==> src/rtl/mult_div_unit.sv <==
// Multicycle signed multiply/divide coprocessor: radix-2 Booth multiply and
// restoring magnitude divide with MIPS sign rules, results in HI/LO.
module mult_div_unit #(
  parameter int DATA_WIDTH = 32
) (
  input  logic                  clk,
  input  logic                  reset,
  input  logic                  MULT_control,
  input  logic                  DIV_control,
  input  logic [DATA_WIDTH-1:0] A_in,
  input  logic [DATA_WIDTH-1:0] B_in,
  output logic [DATA_WIDTH-1:0] HI_out,
  output logic [DATA_WIDTH-1:0] LO_out,
  output logic                  multStop,
  output logic                  divStop,
  output logic                  divZero
);

  localparam int W     = DATA_WIDTH;
  localparam int CNT_W = $clog2(DATA_WIDTH) + 1;
  localparam logic [CNT_W-1:0] LAST_STEP = CNT_W'(DATA_WIDTH);

  localparam logic [2:0] IDLE     = 3'd0;
  localparam logic [2:0] MULT_RUN = 3'd1;
  localparam logic [2:0] DIV_RUN  = 3'd2;
  localparam logic [2:0] DIV_FIX  = 3'd3;
  localparam logic [2:0] DONE     = 3'd4;

  logic [2:0]       state;
  logic [CNT_W-1:0] count;
  logic             mult_q;
  logic             div_q;

  // Booth datapath: accumulator carries one guard bit so that subtracting
  // the most negative multiplicand cannot overflow.
  logic [W:0]       acc;
  logic [W-1:0]     q;
  logic             q_m1;
  logic [W-1:0]     mcand;

  // Divide datapath, operating on magnitudes.
  logic [W-1:0]     rem;
  logic [W-1:0]     quo;
  logic [W-1:0]     dvsr;
  logic             neg_q;
  logic             neg_r;

  logic             start_m;
  logic             start_d;
  logic             b_zero;
  logic [W-1:0]     abs_a;
  logic [W-1:0]     abs_b;

  logic [W:0]       mcand_ext;
  logic [W:0]       booth_sum;
  logic [W:0]       acc_step;
  logic [W-1:0]     q_step;

  logic [W:0]       shifted;
  logic             fits;
  logic [W-1:0]     rem_step;
  logic [W-1:0]     quo_step;

  always_comb begin
    start_m = MULT_control & ~mult_q;
    start_d = DIV_control & ~div_q;
    b_zero  = (B_in == '0);
    abs_a   = A_in[W-1] ? -A_in : A_in;
    abs_b   = B_in[W-1] ? -B_in : B_in;
  end

  always_comb begin
    mcand_ext = {mcand[W-1], mcand};
    booth_sum = acc;
    case ({q[0], q_m1})
      2'b01:   booth_sum = acc + mcand_ext;
      2'b10:   booth_sum = acc - mcand_ext;
      default: booth_sum = acc;
    endcase
    acc_step = {booth_sum[W], booth_sum[W:1]};
    q_step   = {booth_sum[0], q[W-1:1]};
  end

  // Remainder stays below the divisor, so the subtracted value fits in W bits.
  always_comb begin
    shifted  = {rem, quo[W-1]};
    fits     = (shifted >= {1'b0, dvsr});
    rem_step = fits ? (shifted[W-1:0] - dvsr) : shifted[W-1:0];
    quo_step = {quo[W-2:0], fits};
  end

  always_ff @(posedge clk or negedge reset) begin
    if (!reset) begin
      state    <= IDLE;
      count    <= '0;
      mult_q   <= 1'b0;
      div_q    <= 1'b0;
      acc      <= '0;
      q        <= '0;
      q_m1     <= 1'b0;
      mcand    <= '0;
      rem      <= '0;
      quo      <= '0;
      dvsr     <= '0;
      neg_q    <= 1'b0;
      neg_r    <= 1'b0;
      HI_out   <= '0;
      LO_out   <= '0;
      multStop <= 1'b0;
      divStop  <= 1'b0;
      divZero  <= 1'b0;
    end else begin
      // Edge samplers run every cycle so requests outside IDLE are consumed.
      mult_q <= MULT_control;
      div_q  <= DIV_control;
      case (state)
        IDLE: begin
          if (start_m) begin
            mcand <= A_in;
            q     <= B_in;
            acc   <= '0;
            q_m1  <= 1'b0;
            count <= '0;
            state <= MULT_RUN;
          end else if (start_d) begin
            if (b_zero) begin
              divStop <= 1'b1;
              divZero <= 1'b1;
              state   <= DONE;
            end else begin
              rem   <= '0;
              quo   <= abs_a;
              dvsr  <= abs_b;
              neg_q <= A_in[W-1] ^ B_in[W-1];
              neg_r <= A_in[W-1];
              count <= '0;
              state <= DIV_RUN;
            end
          end
        end
        MULT_RUN: begin
          if (count == LAST_STEP) begin
            HI_out   <= acc[W-1:0];
            LO_out   <= q;
            multStop <= 1'b1;
            state    <= DONE;
          end else begin
            acc   <= acc_step;
            q     <= q_step;
            q_m1  <= q[0];
            count <= count + 1'b1;
          end
        end
        DIV_RUN: begin
          if (count == LAST_STEP) begin
            quo   <= neg_q ? -quo : quo;
            rem   <= neg_r ? -rem : rem;
            state <= DIV_FIX;
          end else begin
            rem   <= rem_step;
            quo   <= quo_step;
            count <= count + 1'b1;
          end
        end
        DIV_FIX: begin
          HI_out  <= rem;
          LO_out  <= quo;
          divStop <= 1'b1;
          state   <= DONE;
        end
        DONE: begin
          multStop <= 1'b0;
          divStop  <= 1'b0;
          divZero  <= 1'b0;
          state    <= IDLE;
        end
        default: state <= IDLE;
      endcase
    end
  end

endmodule

==> config.mk <==
export PLATFORM = sky130hd
export DESIGN_NAME = mult_div_unit
export DESIGN_NICKNAME = d
export VERILOG_FILES = /design/src/rtl/mult_div_unit.sv
export SDC_FILE = /design/constraint.sdc
export NUM_CORES = 1
export LEC_CHECK = 0
export ABC_AREA = 0
export BUFFER_PORTS_ARGS = -buffer_cell sky130_fd_sc_hd__buf_4
export CAP_MARGIN = 30
export CORE_MARGIN = 1.5
export CORE_UTILIZATION = 55
export CTS_CLUSTER_SIZE = 16
export DETAILED_ROUTE_END_ITERATION = 6
export GPL_TIMING_DRIVEN = 1
export PLACE_DENSITY = 0.77
export SLEW_MARGIN = 10
export SYNTH_ARGS = -nofsm -noshare
export SYNTH_HDL_FRONTEND = slang
export SYNTH_SLANG_ARGS = --single-unit
==> constraint.sdc <==
create_clock -name clk -period 4.06 [get_ports clk]
set_input_delay 0.812 -clock clk [delete_from_list [all_inputs] [get_ports clk]]
set_output_delay 0.812 -clock clk [all_outputs]
set_load 0.1 [all_outputs]
==> metrics.txt <==
reg2reg start mcand[3]; worst path arrival time 4.32 ns; drt total wl between 50000 and 60000 µm; met2 usage a little over half; share of layout cells above drive strength 1 around 15%; DIE AREA 35380 µm²; Unique masters post-synth 74; Least-Margin Pin Slew ~0.92 ns; Core Area about 34000 µm²; final cell count without fillers around 2900; initial core utilization 56.05%; Worst Path Class, Setup reg -> reg; clock sink count between 200 and 300; CTS Buf Count 31; GRT overflow 0; EDFF count, synth 0; Seq cells post-synth approximately 270; Max-Slew Margin vs Limit a little under two fifths; sequential area share after synthesis a little over a third; largest net degree at the start of global routing between 100 and 150; ys flop type dfrtp_1; most area-hungry cell type in the Yosys netlist dfrtp_1; Mapped Avg Cell Area 8.203 µm²; placed cell count 2811; Routed Antenna Nets 0; initial antenna violation count 2; vias in the first global route about 17000; Via Count ~18000; Area Growth Syn to Fin 16.19%; reg2reg end acc[19]; Setup Skew between 0.03 and 0.04 ns; Final Max Slew Viols 0; Clock Path Buffers 3; worst endpoint required time between 4 and 5 ns; DRT Pass-1 Iters 6; fin crit share around 96%; CTS tree done; top-level I/O count between 100 and 150; CTS clk-pin slew, worst paths approximately 0.070 ns; Port Buffers 134; Worst Setup End Kind flip-flop; flop-to-flop setup slack ~0.15 ns; commonest non-fill, non-tap cell in the layout nand2_1; met1 Usage GRT approximately 47%; WHS ~0.32 ns; DR iter-0 viols 1854; die span in x about 190 µm; post-synthesis instance area about 19000 µm²; CP endpoint acc[19]; Syn Inst Count about 2300; placed wire-length estimate 43480 µm; minimum clock period roughly 3.9 ns; Hold Vio Cnt, Final 0; ys async rst share 100.0%; cell row count 67; max-cap violations 0; vias per cell between 6 and 7; final net count between 2000 and 3000; htree depth 1; gr usage total approximately a third; clk_lat worst skew roughly 0.58 ns; dominant cells by area after synthesis dfrtp_1 36%, o21ai_0 7.4%, nand2_1 6.5%; Root Driver clkbuf_16; reg2reg path depth 15; Final TNS setup 0 ns; global-route wire length before repair a little over 90000 µm; crit-path max FO 6; DRC viols 0; wire length per cell ~21 µm; f_max around 260 MHz; met3 usage in global routing about 4.3%; Net Count, Synth between 2000 and 2500; Worst Setup SP mcand[3]; Synthesis Warnings 0; run status completed; top-area cell type share of the netlist area between 30% and 40%; min-delay worst type in -> async; fin util ~65%; most frequent cells in the layout 324 x nand2_1, 275 x o21ai_0, 273 x dfrtp_1; peak-usage layer in the global routing report met2; Die Ht ~190 µm; CP startpoint kind flip-flop; gpl congestion 0.9800; # setup viols final 0
-- area by class of cell --
cell class	count	area, µm²
fill	2791	11720
multi-input combinational	1823	11470
sequential	273	6832
timing repair buffer	208	1667
clock buffer	42	897.1
tap	448	560.5
inverter	72	270.3
clock inverter	16	196.4
antenna	1	2.502
-- flip-flops by register name, summed over array words and instances, names as in the netlist --
| register | cells |
|---|---|
| count | 6 |
| LO_out | 32 |
| dvsr | 32 |
| acc | 32 |
| mcand | 32 |
| q_m1 | 1 |
| HI_out | 32 |
| divZero | 1 |
| multStop | 1 |
| quo | 32 |
| neg_q | 1 |
| neg_r | 1 |
| q | 32 |
| state | 3 |
| div_q | 1 |
| divStop | 1 |
| mult_q | 1 |
| rem | 32 |
-- worst max-delay path, cell delays in order (launching register included) --
cell and delay [ns]:
dfrtp_1 0.39, or3_4 0.41, nor3_4 0.20, nand2b_1 0.16
nor4_2 0.16, nor2_1 0.10, xnor2_2 0.22, ha_1 0.35
and3_1 0.26, a31oi_1 0.19, and2_4 0.19, o31ai_1 0.09
a221o_1 0.35, or4_1 0.43, a22oi_1 0.14, o21ai_0 0.11
-- worst min-delay path by stage --
stage,startpoint,end,slack [ns],depth (start not counted)
global route,MULT_control,mult_q,0.35,1
finish,reset,HI_out[11],0.32,1
CTS,DIV_control,div_q,0.34,1
detailed placement,dvsr[29],dvsr[29],0.47,2
floorplan,dvsr[31],dvsr[31],0.45,2
global placement,HI_out[30],HI_out[30],0.46,2
-- synthesized netlist by cell type (all sizes together), types with 24 or more instances --
master / count
nand2: 328
xnor2: 100
nor3: 52
clkbuf: 106
dfrtp: 273
o211ai: 24
a21o: 42
mux2i: 82
ha: 72
or3: 33
inv: 72
a21oi: 135
o31ai: 28
o21ai: 281
mux2: 34
nand3: 65
a31oi: 50
xor2: 43
nor2: 189
-- stage by stage --
stage               setup slack, ns  cell area (µm²)
global placement            0.08112            20450
CTS                         0.02374            21600
finish                       0.1531            21890
global route               -0.03408            21890
floorplan                    0.1595            18840
detailed placement        -0.006558            20490
-- repair_timing --
item,4_1_cts,5_1_grt
setup buffers,0,11
hold buffers,0,0
gates resized for setup,4,39
endpoints found under the setup margin,4,16
pin swaps,0,17
-- layer usage --
layer  vias up  routed length, µm
met4         2               2233
met3       163               4748
met5         -                  9
met2       835              26610
met1      8743              25560
li1       8476                  -
-- logic make-up after synthesis --
group	after synthesis	share of synthesized area (%)
muxes	116	6.388
buffers and inverters	201	4.084
AOI/OAI and AO/OA	698	22.42
xor gates and xnor gates	143	6.647
and+or+nand+nor	791	19.16
adders and majority gates	75	5.047
DFF	273	36.26
Power is not shown: default switching activity piles up to over one toggle a cycle in this logic, so the estimate is an artifact.
